$ cat src/rtl/nes_joypad_port.sv
// NES $4016 serial joypad port driven by decoded Classic Controller buttons.
// Define TURBO_EN to let ZL/ZR force A/B to a free-running turbo square wave.
//
// state    | meaning
// ST_SHIFT | strobe low: each read shifts the snapshot out LSB first, 1s fill in
// ST_LOAD  | strobe high: snapshot, latched byte and read count follow live buttons
module nes_joypad_port #(
    parameter logic [6:0]  OPEN_BUS_VAL = 7'h20,
    parameter bit          MAP_XY       = 1'b1,
    parameter bit          SOCD_FILTER  = 1'b1,
    parameter int unsigned TURBO_HALF   = 1666667
) (
    input  logic       clk,
    input  logic       reset,
    input  logic [3:0] udlr_dpad,
    input  logic [3:0] abxy_btns,
    input  logic [2:0] st_sel_hm_btns,
    input  logic [1:0] lr_z_btns,
    input  logic       strobe_we,
    input  logic       strobe_wd,
    input  logic       rd_en,
    output logic [7:0] rd_data,
    output logic [7:0] latched_btns,
    output logic [3:0] bits_read
);

    typedef enum logic {
        ST_SHIFT = 1'b0,
        ST_LOAD  = 1'b1
    } state_t;

    state_t     state_q, state_d;
    logic [7:0] shift_q, shift_d;
    logic [7:0] latched_q, latched_d;
    logic [3:0] cnt_q, cnt_d;
    logic [7:0] live;
    logic       up, dn, lf, rt, btn_a, btn_b;

    logic unused_home;
    assign unused_home = st_sel_hm_btns[0];

`ifdef TURBO_EN
    logic [20:0] turbo_cnt_q;
    logic        turbo_phase_q;

    always_ff @(posedge clk or negedge reset) begin
        if (!reset) begin
            turbo_cnt_q   <= '0;
            turbo_phase_q <= 1'b0;
        end else if (turbo_cnt_q == 21'(TURBO_HALF - 1)) begin
            turbo_cnt_q   <= '0;
            turbo_phase_q <= ~turbo_phase_q;
        end else begin
            turbo_cnt_q   <= turbo_cnt_q + 21'd1;
        end
    end
`else
    logic unused_turbo;
    assign unused_turbo = ^lr_z_btns;
`endif

    always_comb begin
        up = udlr_dpad[3];
        dn = udlr_dpad[2];
        lf = udlr_dpad[1];
        rt = udlr_dpad[0];
        // A real NES pad cannot report opposing directions; games can glitch on them.
        if (SOCD_FILTER && up && dn) begin
            up = 1'b0;
            dn = 1'b0;
        end
        if (SOCD_FILTER && lf && rt) begin
            lf = 1'b0;
            rt = 1'b0;
        end
        btn_a = abxy_btns[3] | (MAP_XY & abxy_btns[1]);
        btn_b = abxy_btns[2] | (MAP_XY & abxy_btns[0]);
`ifdef TURBO_EN
        if (lr_z_btns[1]) btn_a = turbo_phase_q;
        if (lr_z_btns[0]) btn_b = turbo_phase_q;
`endif
        live = {rt, lf, dn, up, st_sel_hm_btns[2], st_sel_hm_btns[1], btn_b, btn_a};
    end

    always_comb begin
        state_d   = state_q;
        shift_d   = shift_q;
        latched_d = latched_q;
        cnt_d     = cnt_q;
        if (strobe_we) state_d = strobe_wd ? ST_LOAD : ST_SHIFT;
        case (state_q)
            ST_LOAD: begin
                shift_d   = live;
                latched_d = live;
                cnt_d     = 4'd0;
            end
            ST_SHIFT: begin
                if (rd_en) begin
                    shift_d = {1'b1, shift_q[7:1]};
                    if (cnt_q != 4'd8) cnt_d = cnt_q + 4'd1;
                end
            end
            default: ;
        endcase
    end

    always_ff @(posedge clk or negedge reset) begin
        if (!reset) begin
            state_q   <= ST_SHIFT;
            shift_q   <= 8'h00;
            latched_q <= 8'h00;
            cnt_q     <= 4'd0;
        end else begin
            state_q   <= state_d;
            shift_q   <= shift_d;
            latched_q <= latched_d;
            cnt_q     <= cnt_d;
        end
    end

    // The CPU samples in the rd_en cycle, so the serial bit must be combinational.
    assign rd_data      = {OPEN_BUS_VAL, (state_q == ST_LOAD) ? live[0] : shift_q[0]};
    assign latched_btns = latched_q;
    assign bits_read    = cnt_q;

endmodule

$ cat config.mk
export PLATFORM = sky130hd
export DESIGN_NAME = nes_joypad_port
export DESIGN_NICKNAME = d
export VERILOG_FILES = /design/src/rtl/nes_joypad_port.sv
export SDC_FILE = /design/constraint.sdc
export NUM_CORES = 1
export LEC_CHECK = 0
export BUFFER_PORTS_ARGS = -buffer_cell sky130_fd_sc_hd__buf_2
export CAP_MARGIN = 10
export CORE_UTILIZATION = 42
export CTS_CLUSTER_DIAMETER = 200
export DETAILED_ROUTE_END_ITERATION = 12
export GPL_TIMING_DRIVEN = 1
export PLACE_DENSITY = 0.71
export SETUP_SLACK_MARGIN = 0.15
export SYNTH_ARGS = -nofsm -noshare
export SYNTH_HDL_FRONTEND = slang
export SYNTH_SLANG_ARGS = --single-unit
$ cat constraint.sdc
create_clock -name clk -period 1.2 [get_ports clk]
set_input_delay 0.12 -clock clk [delete_from_list [all_inputs] [get_ports clk]]
set_output_delay 0.12 -clock clk [all_outputs]
set_load 0.005 [all_outputs]
== Word-level counts from Yosys, hierarchy flattened ==
Cells that the tools add are included.

* Logic and storage cells: 25
* Output and inout port bits: 20
* Register bits: 21
* Input bits: 18

* $add $sub $neg: 1
* Equality and inequality tests: 3
* Bitwise operators: 3
* Reductions and logical operators: 3
* Mux-type cells: 11

{| class="wikitable"
|+ Operator list
! kind !! number
|-
| $pmux W8 S2 || 1
|-
| $mux W4 || 2
|-
| $mux W8 || 1
|-
| $pmux W4 S2 || 1
|-
| $mux W1 || 6
|-
| $add A4 B1 Y4 const B || 1
|-
| $ne A2 B2 Y1 const B || 2
|-
| $ne A4 B4 Y1 const B || 1
|-
| $logic_and A1 B1 Y1 || 2
|-
| $or A1 B1 Y1 || 2
|-
| $reduce_and A2 Y1 || 1
|-
| $not A1 Y1 || 1
|}

== Longest topological paths before layout ==
* Depth in word-level cells: 4
* Mapped depth: 5
* Gate-level depth less buffers: 5

== Least setup slack after synthesis ==
Ideal clock, no wire load.

* Kind: register to register
* From: reg cnt_q[0] (netlist: bits_read[0])
* To: reg cnt_q[0] (netlist: bits_read[0])
* Path buffers: 0
* Library setup time: 0.125 ns
* Slack: -0.087 ns
* Clock period less this slack: 1.287 ns
* Data arrival time: 1.162 ns
* Stages on the path, launching flop included: 6
* Data required time: 1.075 ns
* Cell sequence: dfrtp_1 inv_1 ha_1 nand2_1 o21a_1 mux2_2

* Longest elaborated chain between the ends: 4
* Elaborated cells on any way between the ends: 7
* Those cells by class: 1 x add/sub; 2 x eq/ne; 3 x mux; 1 x reduce/logical

{| class="wikitable"
|+ RTL lines
! item !! line !! RTL
|-
| start, declared || 35 || <nowiki>logic [3:0] cnt_q, cnt_d;</nowiki>
|-
| start signal, assigned || 117 || <nowiki>cnt_q <= cnt_d;</nowiki>
|-
| $add A4 B1 Y4 || 100 || <nowiki>if (cnt_q != 4'd8) cnt_d = cnt_q + 4'd1;</nowiki>
|-
| $mux W4 || 100 ||
|-
| $mux W4 || 98 || <nowiki>if (rd_en) begin</nowiki>
|-
| $pmux W4 S2 || 91 || <nowiki>case (state_q)</nowiki>
|}

Several ways; a longest one is shown, not always the timed one. The select of a mux whose other input is x is not followed.
A chain may end at the register's enable or synchronous reset.

== Worst setup path in the final report ==
* From: reg state_q
* To: out rd_data[0]

* Longest elaborated chain between the ends: 1

{| class="wikitable"
|+ RTL lines
! item !! line !! RTL
|-
| start, declared || 32 || <nowiki>state_t state_q, state_d;</nowiki>
|-
| start signal, assigned || 114 || <nowiki>state_q <= state_d;</nowiki>
|-
| $mux W1 || 122 || <nowiki>assign rd_data = {OPEN_BUS_VAL, (state_q == ST_LOAD) ? live[0] : shift_q[0]};</nowiki>
|-
| end, declared || 22 || <nowiki>output logic [7:0] rd_data,</nowiki>
|}

No other way between the ends.

==> results.md <==
* H-tree Lvls at 1
* Largest net degree at the start of global routing at 22
* Most frequent CP cell: nor2_2
* Fin crit share at 1.08
* Clk sinks at 21
* Cell taking the most area after synthesis: dfrtp_1
* Critical path startpoint: state_q$_DFFE_PN0P_
* Antenna viol nets, final at 0
* Reg2Reg Setup Slack at -100 ps
* Tmin final at 1300 ps
* Critical path class: reg2out
* Synth top area share at 0.531
* Hold Path Cell Cnt at 3
* Max VDD drop at 672 uV
* Register share of total power at 0.529
* Clk buf depth at 2
* Worst clock skew at 4.19 ps
* Synth top area cells: dfrtp_1 (53%), mux2i_1 (6.1%), o21ai_0 (6.1%)
* Via count at 782
* Worst setup path end: rd_data[0]
* Critical Path RT at 1080 ps
* Cells after Synth at 98
* Die height at 50.5 um
* Sw Share at 0.282
* Routability cong. at 0.820
* Layout cell share with drive strength beyond 1 at 0.413
* Net switching power at 451 uW
* Yosys warns at 0
* Tot GR Track Use at 0.171
* # nets final at 159
* CTS tree: yes
* Final instance area at 1330 um2
* Startpoint types: flip-flop
* Die area at 2550 um2
* Slowest-stage cell, CP: dfrtp_1
* Clock slew at reported path FFs at 120 ps
* Fill cell count at 207
* RR Startpoint: bits_read[0]$_DFFE_PN0P_
* Initial Util at 0.447
* Setup Viol. Count Final at 4
* Initial DRC Count at 6
* Post-Synthesis Cell Area at 990 um2
* Critical Path Max Stage Delay at 410 ps
* Area of the multi-input gates at 433 um2
* Register area at 526 um2
* Max_cap viols at 0
* Post-synth EDFFs at 0
* Diodes inserted at 0
* Root Buffer: clkbuf_4
* Grt ovf at 0
* Worst hold path type: in2reg
* CP Capture Type: output pin
* Core Region at 2210 um2
* Drt via density at 4.71
* CP Max Fanout at 12
* Initial antenna violation count at 0
* Final Non-Filler Cells at 166
* Post-DP Area at 1170 um2
* WP data arrival at 1180 ps
* Setup_tns at -321 ps
* Ys async rst share at 1.00
* Port bufs at 27
* CTS buffer count at 3
* Routed len/inst at 11.2 um
* Die X at 50.5 um
* DR pass1 iterations at 3
* Ys flop type: dfrtp_1
* Placed Cells at 155
* Num ports at 38
* Post-synthesis sequential area ratio at 0.531
* Area growth syn-to-layout at 34.6%
* Leakage power total at 0.661 nW
* Logic pwr share at 0.257
* Violated checks: negative setup slack
* Clock network power share at 0.214
* Post-DP HPWL at 1.30 mm
* Syn avg cell area at 10.1 um2
* RSZ-0062 raised after global routing: true
* Worst setup margin at -101 ps
* DR DRC count at 0
* R2R depth at 5
* Crit path cell chain: buf_4, nor2_2, nor2_2, buf_2
* P_int at 1.14 mW
* WL final at 1.87 mm
* #FFs+latches synth at 21
* Reg-to-reg endpoint: bits_read[0]$_DFFE_PN0P_
* Max-slew violations at 0
* Commonest non-fill, non-tap cell in the layout: buf_2
* Cell row count at 17
* Pwr Density at 1200 nW/um2
* First-pass GRT wire length at 3.17 mm
* Most frequent cells in the layout: buf_2 (25), dfrtp_1 (21), o21ai_0 (12)
* Cell variety after synth at 22
* Vias in the first global route at 755
* Fin. Hold Viols at 0
* Status: complete, but fails checks
* Fmax at 768 MHz
* Worst-Skew Late Latency at 300 ps
==> per-stage QoR <==
stage	setup WS, ps	hold WS, ps	utilization	power, mW
floorplan	-69.9	-176	-	1.03
global placement	-35.4	98.9	0.528	1.15
detailed placement	-104	100	0.528	1.17
CTS	-126	30.2	0.592	1.59
global route	-183	22.8	0.602	1.71
finish	-101	30.6	0.602	1.60
==> worst min-delay path by stage <==
stage                 startpoint                     endpoint  slack, ps
2_1_floorplan              reset     bits_read[0]$_DFFE_PN0P_       -180
3_3_place_gp               reset  latched_btns[1]$_DFFE_PN0P_        100
5_1_grt        st_sel_hm_btns[1]       shift_q[2]$_DFFE_PN0P_         20
6_report       st_sel_hm_btns[2]       shift_q[3]$_DFFE_PN0P_         30
4_1_cts        st_sel_hm_btns[2]       shift_q[3]$_DFFE_PN0P_         30
3_5_place_dp               reset  latched_btns[1]$_DFFE_PN0P_        100
==> flip-flops by register name (all words and copies together), names as in the netlist <==
signal,cells
bits_read,4
latched_btns,8
shift_q,8
state_q,1
==> routing by layer <==
layer	vias up	track usage	part of all wire
met1	357	0.215	0.47
met4	0	0.111	0.032
met3	8	0.0273	0.047
li1	389	-	-
met5	-	0	0
met2	28	0.271	0.45
==> Yosys cell counts, types with 2 or more instances <==
master	number
dfrtp_1	21
nor2_1	12
o21ai_0	12
buf_4	8
inv_1	8
mux2i_1	6
nand2_1	5
nand3b_1	4
a211oi_1	2
buf_2	2
conb_1	2
ha_1	2
mux2_2	2
nand2b_1	2
nor2b_1	2
nor3b_1	2
==> what timing repair did <==
item,CTS,global route
gates resized for setup,13,7
hold buffers,1,0
hold endpoints to repair,21,0
endpoints found under the setup margin,6,9
buffers inserted,6,0
pin swaps,5,1
==> power groups by stage <==
| stage | Clock [mW] | Combinational [mW] | Sequential (mW) |
|---|---|---|---|
| after floorplan | 0 | 0.169 | 0.856 |
| after global placement | 0 | 0.295 | 0.851 |
| after detailed placement | 0 | 0.311 | 0.857 |
| after CTS | 0.354 | 0.396 | 0.843 |
| after global routing | 0.396 | 0.461 | 0.856 |
| final | 0.342 | 0.410 | 0.844 |
==> critical path: cells and delay by family, from the launching register on <==
kind	cells	cell delay, ps
flops	1	410
buf+inv	2	300
simple gates	2	160
==> cell type report <==
class,count,share of cell area
clock buffer,3,0.0169
clock inverter,1,0.00376
inverter,8,0.0225
multi-input combinational,63,0.325
sequential,21,0.394
tap,28,0.0263
timing repair buffer,42,0.211
==> logic make-up (layout without fill, tap and decap cells) <==
logic type,after synthesis,in the layout,synth area share
fa+ha+maj,2,2,0.0253
buf+inv,19,54,0.105
compound gates,16,16,0.0885
xor+xnor,1,1,0.00885
flops,21,21,0.531
other cells,2,7,0.00759
mux,8,8,0.0834
simple gates,29,29,0.150
Note: power is estimated with default switching activity, not from simulation.
